`config.mk`:
```
export PLATFORM = sky130hd
export DESIGN_NAME = can_access_sequencer
export DESIGN_NICKNAME = d
export VERILOG_FILES = /design/src/rtl/can_access_sequencer.sv
export SDC_FILE = /design/constraint.sdc
export NUM_CORES = 1
export LEC_CHECK = 0
export ABC_AREA = 1
export CORE_AREA = 2 2 84 78
export DETAILED_ROUTE_END_ITERATION = 7
export DIE_AREA = 0 0 86 80
export PLACE_DENSITY = 0.75
export SYNTH_ARGS = -nofsm -noshare
export SYNTH_HDL_FRONTEND = slang
export SYNTH_SLANG_ARGS = --single-unit
```
`constraint.sdc`:
```
create_clock -name clk -period 1.9 [get_ports clk]
set_clock_uncertainty 0.1 [all_clocks]
set_input_delay 0.19 -clock clk [delete_from_list [all_inputs] [get_ports clk]]
set_output_delay 0.19 -clock clk [all_outputs]
set_load 0.005 [all_outputs]
```
`src/rtl/can_access_sequencer.sv`:
```
// Expands init / transmit / trim / bus-reset requests into Canakari register-write sequences.
// It drives the register address, the command lines and the write strobe, and waits for tx_irq after each frame.
module can_access_sequencer #(
  parameter int WR_PULSE   = 2,
  parameter int GAP        = 1,
  parameter int TX_TIMEOUT = 50000
) (
  input  logic       clk,
  input  logic       rst,
  input  logic       req_init,
  input  logic       req_tx,
  input  logic       req_trim,
  input  logic       req_rst_bus,
  input  logic       tx_irq,
  output logic [4:0] addr,
  output logic       initi,
  output logic       write,
  output logic       reset_can,
  output logic       trim,
  output logic       can_wr,
  output logic       busy,
  output logic       done,
  output logic [1:0] op,
  output logic       timeout_err
);

  localparam int CMAX0 = (TX_TIMEOUT > WR_PULSE) ? TX_TIMEOUT : WR_PULSE;
  localparam int CMAX1 = (CMAX0 > GAP) ? CMAX0 : GAP;
  localparam int CMAX  = (CMAX1 > 2) ? CMAX1 : 2;
  localparam int CNT_W = $clog2(CMAX + 1);

  localparam logic [CNT_W-1:0] SETUP_LAST = CNT_W'(1);
  localparam logic [CNT_W-1:0] WR_LAST    = CNT_W'(WR_PULSE - 1);
  localparam logic [CNT_W-1:0] GAP_LAST   = CNT_W'((GAP > 0) ? GAP - 1 : 0);
  localparam logic [CNT_W-1:0] TO_LAST    = CNT_W'(TX_TIMEOUT - 1);

  localparam logic [1:0] OP_INIT = 2'd0;
  localparam logic [1:0] OP_TX   = 2'd1;
  localparam logic [1:0] OP_TRIM = 2'd2;
  localparam logic [1:0] OP_RST  = 2'd3;
  localparam logic [3:0] CMD_IDLE = 4'b0100;

  typedef enum logic [2:0] {S_IDLE, S_SETUP, S_STROBE, S_GAP, S_WAIT_TX, S_DONE} state_t;

  state_t           state_q, state_d;
  logic [CNT_W-1:0] cnt_q, cnt_d;
  logic [2:0]       idx_q, idx_d;
  logic [4:0]       addr_q, addr_d;
  logic [3:0]       cmd_q, cmd_d;
  logic [1:0]       op_q, op_d;
  logic [3:0]       pend_q, pend_d;
  logic             terr_q, terr_d;
  logic [3:0]       req_v;
  logic [1:0]       gop;
  logic             write_end;

  function automatic logic [4:0] addr_for(input logic [1:0] o, input logic [2:0] i);
    logic [4:0] a;
    a = 5'h12;
    case (o)
      OP_INIT: case (i)
        3'd0: a = 5'h0F;  3'd1: a = 5'h0E;  3'd2: a = 5'h05;  3'd3: a = 5'h04;
        3'd4: a = 5'h11;  3'd5: a = 5'h10;  default: a = 5'h12;
      endcase
      OP_RST:  a = (i == 3'd0) ? 5'h0E : 5'h12;
      default: case (i)
        3'd0: a = 5'h0C;  3'd1: a = 5'h0A;  3'd2: a = 5'h09;  3'd3: a = 5'h08;
        3'd4: a = 5'h07;  3'd5: a = 5'h0E;  default: a = 5'h0D;
      endcase
    endcase
    return a;
  endfunction

  function automatic logic [3:0] cmd_for(input logic [1:0] o);
    case (o)
      OP_INIT: return 4'b1000;
      OP_TX:   return 4'b0000;
      OP_TRIM: return 4'b0001;
      default: return 4'b0010;
    endcase
  endfunction

  function automatic logic [2:0] last_idx(input logic [1:0] o);
    return (o == OP_RST) ? 3'd1 : 3'd6;
  endfunction

  always_comb begin
    state_d   = state_q;
    cnt_d     = cnt_q;
    idx_d     = idx_q;
    addr_d    = addr_q;
    cmd_d     = cmd_q;
    op_d      = op_q;
    terr_d    = terr_q;
    req_v     = {req_rst_bus, req_trim, req_tx, req_init};
    pend_d    = pend_q | req_v;
    gop       = OP_INIT;
    write_end = 1'b0;
    case (state_q)
      S_IDLE: if (|pend_q) begin
        if (pend_q[OP_RST])       gop = OP_RST;
        else if (pend_q[OP_INIT]) gop = OP_INIT;
        else if (pend_q[OP_TX])   gop = OP_TX;
        else                      gop = OP_TRIM;
        pend_d[gop] = req_v[gop];
        state_d = S_SETUP;
        cnt_d   = '0;
        idx_d   = 3'd0;
        addr_d  = addr_for(gop, 3'd0);
        cmd_d   = cmd_for(gop);
        op_d    = gop;
        terr_d  = 1'b0;
      end
      S_SETUP: if (cnt_q == SETUP_LAST) begin
        state_d = S_STROBE;
        cnt_d   = '0;
      end else cnt_d = cnt_q + CNT_W'(1);
      S_STROBE: if (cnt_q == WR_LAST) begin
        cnt_d = '0;
        if (GAP > 0) state_d = S_GAP;
        else         write_end = 1'b1;
      end else cnt_d = cnt_q + CNT_W'(1);
      S_GAP: if (cnt_q == GAP_LAST) begin
        cnt_d     = '0;
        write_end = 1'b1;
      end else cnt_d = cnt_q + CNT_W'(1);
      // A completion on the final count still counts as success.
      S_WAIT_TX: if (tx_irq) state_d = S_DONE;
      else if (cnt_q == TO_LAST) begin
        state_d = S_DONE;
        terr_d  = 1'b1;
      end else cnt_d = cnt_q + CNT_W'(1);
      S_DONE: begin
        state_d = S_IDLE;
        cmd_d   = CMD_IDLE;
      end
      default: state_d = S_IDLE;
    endcase
    if (write_end) begin
      if (idx_q == last_idx(op_q)) begin
        state_d = (op_q == OP_TX || op_q == OP_TRIM) ? S_WAIT_TX : S_DONE;
      end else begin
        idx_d   = idx_q + 3'd1;
        addr_d  = addr_for(op_q, idx_q + 3'd1);
        state_d = S_SETUP;
      end
    end
  end

  always_ff @(posedge clk) begin
    if (rst) begin
      state_q <= S_IDLE;
      cnt_q   <= '0;
      idx_q   <= 3'd0;
      addr_q  <= 5'd0;
      cmd_q   <= CMD_IDLE;
      op_q    <= OP_INIT;
      pend_q  <= 4'd0;
      terr_q  <= 1'b0;
    end else begin
      state_q <= state_d;
      cnt_q   <= cnt_d;
      idx_q   <= idx_d;
      addr_q  <= addr_d;
      cmd_q   <= cmd_d;
      op_q    <= op_d;
      pend_q  <= pend_d;
      terr_q  <= terr_d;
    end
  end

  assign addr        = addr_q;
  assign {initi, write, reset_can, trim} = cmd_q;
  assign can_wr      = (state_q == S_STROBE);
  assign busy        = (state_q != S_IDLE);
  assign done        = (state_q == S_DONE);
  assign timeout_err = (state_q == S_DONE) && terr_q;
  assign op          = op_q;

endmodule

```
Word-level counts from Yosys, hierarchy flattened
Index checks and enable logic that the tools add are counted.
Operators by class
  $add $sub $neg: 2
  magnitude comparators: 2
  equal/unequal tests: 28
  muxes and demuxes: 50
  bitwise gates (word level): 1
  reductions and logical operators: 19
Operators by type and width (count)
  2-to-1 mux 16 bit: 5
  case mux 16 bit (4 select lines): 1
  2-to-1 mux 3 bit: 12
  case mux 5 bit (6 select lines): 1
  2-to-1 mux 5 bit: 5
  case mux 4 bit (6 select lines): 1
  adder 16 x 1 -> 16 bit (second input constant): 1
  equality test 16 x 1 -> 1 bit (second input constant): 1
  equality test 16 bit (second input constant): 1
  logical NOT 16 bit: 1
  case mux 3 bit (5 select lines): 1
  equality test 3 x 2 -> 1 bit (second input constant): 4
  equality test 3 bit (second input constant): 4
  2-to-1 mux 4 bit: 3
  case mux 4 bit (3 select lines): 1
  2-to-1 mux 2 bit: 5
  != test 2 bit (second input constant): 5
  case mux 5 bit (2 select lines): 1
  equality test 2 bit (second input constant): 4
  2-to-1 mux 1 bit: 8
  case mux 4 bit (2 select lines): 1
  AND reduction 4 bit: 2
  equality test 3 x 1 -> 1 bit (second input constant): 2
  logical NOT 3 bit: 2
  other kinds (24): 30
Word-level totals
  flip-flop bits (word level): 38
  output and inout bits: 15
  word-level logic and storage cells: 110

Depth between registers and ports, before layout
  word-level depth: 12
  gate-level depth with buffers: 11
  depth with buffers taken out: 11

Worst setup path after synthesis
OpenSTA, ideal clock, no wires.
  path type: register to register
  start point: reg pend_q[1]
  end point: reg addr_q[1] (netlist: addr[1])
  setup time: 0.115 ns
  arrival: 1.402 ns
  data required time: 1.685 ns
  setup slack: 0.283 ns
  stages on the path, launching flop included: 9
  period minus slack after synthesis: 1.617 ns
  path through: dfxtp_1 inv_1 o21ai_0 inv_1 ha_1 nand2_1 nand2_1 o21ai_1 nor2_1
On the way
  longest elaborated chain between the ends: 11
  elaborated cells between the ends (all ways): 13
Ends and longest elaborated chain
  from (decl): line 51  | logic [3:0] pend_q, pend_d;
  from (signal assigned): line 167  | pend_q <= pend_d;
  2-to-1 mux 2 bit: line 103  | else if (pend_q[OP_TX]) gop = OP_TX;
  2-to-1 mux 2 bit: line 102  | else if (pend_q[OP_INIT]) gop = OP_INIT;
  2-to-1 mux 2 bit: line 101  | if (pend_q[OP_RST]) gop = OP_RST;
  2-to-1 mux 2 bit: line 100  | S_IDLE: if (|pend_q) begin
  2-to-1 mux 2 bit: line 99  | case (state_q)
  equality test 2 bit / logical NOT 2 bit (equally long branches): line 60  | case (o)
  case mux 2 bit (2 select lines): line 60
  2-to-1 mux 5 bit *: line 100
  2-to-1 mux 5 bit *: line 99
  2-to-1 mux 5 bit: line 140  | if (idx_q == last_idx(op_q)) begin
  2-to-1 mux 5 bit *: line 139  | if (write_end) begin
  to (signal assigned): line 164  | addr_q <= addr_d;
  to (decl): line 48  | logic [4:0] addr_q, addr_d;
Every way passes the cells marked *; elsewhere a longest branch is shown, timed or not. The select of a mux whose other input is x is not followed.
A chain may end at the register's enable or synchronous reset.

Worst setup path after layout
  start point: reg state_q[0]
  end point: out done
On the way
  longest elaborated chain between the ends: 1
Ends and longest elaborated chain
  from (decl): line 45  | state_t state_q, state_d;
  from (signal assigned): line 161  | state_q <= state_d;
  equality test 3 bit: line 176  | assign done = (state_q == S_DONE);
  to (decl): line 22  | output logic done,
Every way passes these cells.

==> key figures <==
Synth
  – Compound-Gate Fraction of Synth Area: 14.3%
  – Area share of fa/ha/maj cells after synthesis: 7.71%
  – Yosys reg bits: 38
  – Syn nets: 437
  – Yosys warning count: 0
  – Syn Area/Cell: 6.27 um2
  – Sequential fraction of the synthesis area: 29.3%
  – Simple-gate portion of the synthesized area: 37.3%
  – Main combinational cell family by area after synthesis: simple AND/OR/NAND/NOR gates
  – Cell area after synthesis: 2590 um2
  – Yosys cell types: 32
  – Cells after Synth: 414
  – Post-synthesis xor/xnor area fraction: 1.35%
  – Multiplexer share of the synthesized area: 0%

CTS
  – TritonCTS buffer count: 5
  – CTS tree: yes
  – Number of post-CTS setup repair buffers: 0
  – Post-CTS resize count: 4
  – Clock Tree Buf Depth: 2
  – Clock sink count: 38
  – Clock latency at the later pin of the worst-skew pair: 0.29 ns
  – Worst-path clk slew: 0.08 ns
  – H-Tree Depth: 2
  – Root Buffer Master: clkbuf_8
  – Hold-fix buffers at CTS: 0

Cells and area
  – Fill cell count: 623
  – Layout area overhead: 19.1%
  – Final Util: 51.7%
  – Layout cells sized above 1: 9.98%
  – Layout Nets: 473
  – Ant diodes: 0

Drt
  – DRC viols: 0
  – Post-Route WL: 6450 um
  – DR vias/cell: 5.11
  – 1st-iter DRT viols: 136
  – Routed vias: 2,670
  – Drt wl/cell: 12.3 um
  – Post-route antenna net violation count: 0
  – Pre-Repair DR Iteration Count: 4

Place
  – GPL Wtd Cong: 0.934
  – Port bufs: 21
  – Detailed Place HPWL: 4950 um

Critical path
  – Critical path's top delay family: buffers and inverters
  – Critical Path AT: 1.54 ns
  – Slowest cell on crit path: clkdlybuf4s50_1
  – WS Path Type: reg -> out
  – CP endpoint kind: output pin
  – Ordered list of cells on the worst path: inv_1, nor3_2, buf_4, clkdlybuf4s50_1
  – Reg-to-reg setup timing slack: 0.14 ns
  – Crit path buffers/inverters: 3
  – CP startpoint kind: register
  – WP data required: 1.61 ns
  – Crit-path max FO: 6
  – Worst reg2reg endpoint: addr[1]
  – CP peak stage delay: 0.49 ns
  – Reg2Reg Launch Point: op[0]
  – Worst Reg-to-Reg Cells: 7

Floorplanning
  – Ports: 22
  – Std cell rows: 27
  – Initial core utilization: 43.4%
  – Die Wd: 86 um
  – Vert. Die Dim: 80 um
  – Die footprint: 6880 um2
  – Area of the core: 5980 um2

Hold path
  – Type of the worst min-delay path: reg -> reg
  – Hold depth: 2
  – Min-delay src: cmd_q[2]
  – Worst hold path endpoint: cmd_q[2]

Timing
  – Slew headroom: 71.4%
  – Setup violations, final: 0
  – Final Hold Vio Count: 0
  – Setup TNS Final: 0 ns
  – Least-Margin Pin Slew: 0.424 ns
  – Final Max Slew Viols: 0
  – Tmin final: 1.83 ns
  – RSZ-0062 raised after global routing: no
  – Fmax: 546 MHz
  – Final worst path period share: 96.4%

Global route
  – Gr usage total: 19.8%
  – Initial antenna violation count: 0
  – Largest net degree at the start of global routing: 20
  – Global-route wire length before repair: 11,100 um
  – Gr ovfl total: 0
  – Vias in the first global route: 2,540

Power and ir drop
  – Pwr dens: 1070 nW/um2
  – Leakage: 0.00131 uW
  – Worst vdd ir: 0.696 mV

Run
  – MaxCap Viol Count: 0

Run status
  – Status: finished clean
[metrics by stage]
| stage | total power (uW) | setup WS [ns] | hold slack, ns | instances | instance area [um2] |
|---|---|---|---|---|---|
| floorplan | 2080 | 0.283 | 0.159 | 414 | 2590 |
| global placement | 2560 | 0.160 | 0.345 | 515 | 2960 |
| CTS | 3310 | 0.0594 | 0.364 | 523 | 3080 |
| finish | 3310 | 0.0693 | 0.362 | 523 | 3090 |
| global route | 3590 | 0.00354 | 0.380 | 523 | 3090 |
| detailed placement | 2590 | 0.104 | 0.349 | 515 | 2960 |
[power breakdown]
group,switching [uW],total (uW),internal (uW)
registers,134,1090,953
clock network,299,692,393
logic,916,1530,617
total,1350,3310,1960
[cell usage after synthesis]
library cell	n	area (um2)
or2_0	2	12.5
clkbuf_1	1	3.75
a31oi_1	8	50.1
o211a_1	1	10.0
o2111ai_1	1	8.76
o22ai_1	1	6.26
buf_2	3	15.0
o21ai_1	4	20.0
a21oi_1	27	135
nor2_2	2	12.5
buf_6	1	11.3
nor2_4	2	22.5
ha_1	16	200
o211ai_1	3	22.5
nor3_2	1	10.0
xor2_1	4	35.0
inv_2	6	22.5
nand3_1	27	135
nand2_2	2	12.5
nand3_4	1	17.5
buf_4	2	15.0
nor2_1	66	248
inv_4	1	6.26
nor3_1	5	25.0
o21ai_0	19	95.1
inv_1	49	184
dfxtp_1	38	761
nand2_1	104	390
nand4_1	13	81.3
clkinv_1	1	3.75
o31ai_1	2	15.0
a211oi_1	1	7.51
[flip-flops by register name, indices dropped and copies added (netlist names)]
register,flops
pend_q,4
idx_q,3
cmd_q,4
terr_q,1
op,2
state_q,3
addr,5
cnt_q,16
[worst max path at each step]
| stage | slack (ns) | startpoint | endpoint | cells after the start |
|---|---|---|---|---|
| floorplan | 0.28 | pend_q[1] | addr[1] | 8 |
| finish | 0.07 | state_q[0] | done | 4 |
| detailed placement | 0.10 | cnt_q[0] | state_q[0] | 10 |
| global placement | 0.16 | cnt_q[0] | state_q[1] | 10 |
| CTS | 0.06 | state_q[2] | done | 4 |
| global route | 0.004 | state_q[2] | done | 4 |
[worst reg2reg max path: stages (launching register included)]
cell and delay (ns):
dfxtp_1 0.37, inv_1 0.07, ha_1 0.38, nor2_1 0.29, o211ai_1 0.18, o2111ai_1 0.13, nor2_1 0.08, nor2_1 0.09
[routing by layer]
metal	GRT usage (%)	routed length, um
met5	0	0
met4	5.87	95
met3	3.52	223
met2	33.6	2990
met1	25.5	3140
[layout by cell type (no fill, tap or decap), drive strengths merged, types with 15 or more instances in the layout]
cell           netlist  layout
buf                  6      15
inv                 56      56
ha                  16      16
o21ai               23      23
nand2              106     106
nor2                70      70
clkdlybuf4s50        0      20
nand3               28      28
dfxtp               38      38
a21oi               27      27
[logic make-up after synthesis]
logic type	Yosys count
buf+inv	64
flops	38
fa+ha+maj	16
compound gates	67
xor+xnor	4
simple gates	225
[final cells by class]
type                       instances  area (um2)  share of cell area [%]
clock buffer                       7        76.3                    2.47
clock inverter                     1        30.0                   0.971
inverter                          57         216                    7.00
multi-input combinational        312        1590                    51.4
sequential                        38         767                    24.8
tap                               72        90.1                    2.91
timing repair buffer              36         322                    10.4
Power figures use the tool's default switching activity.
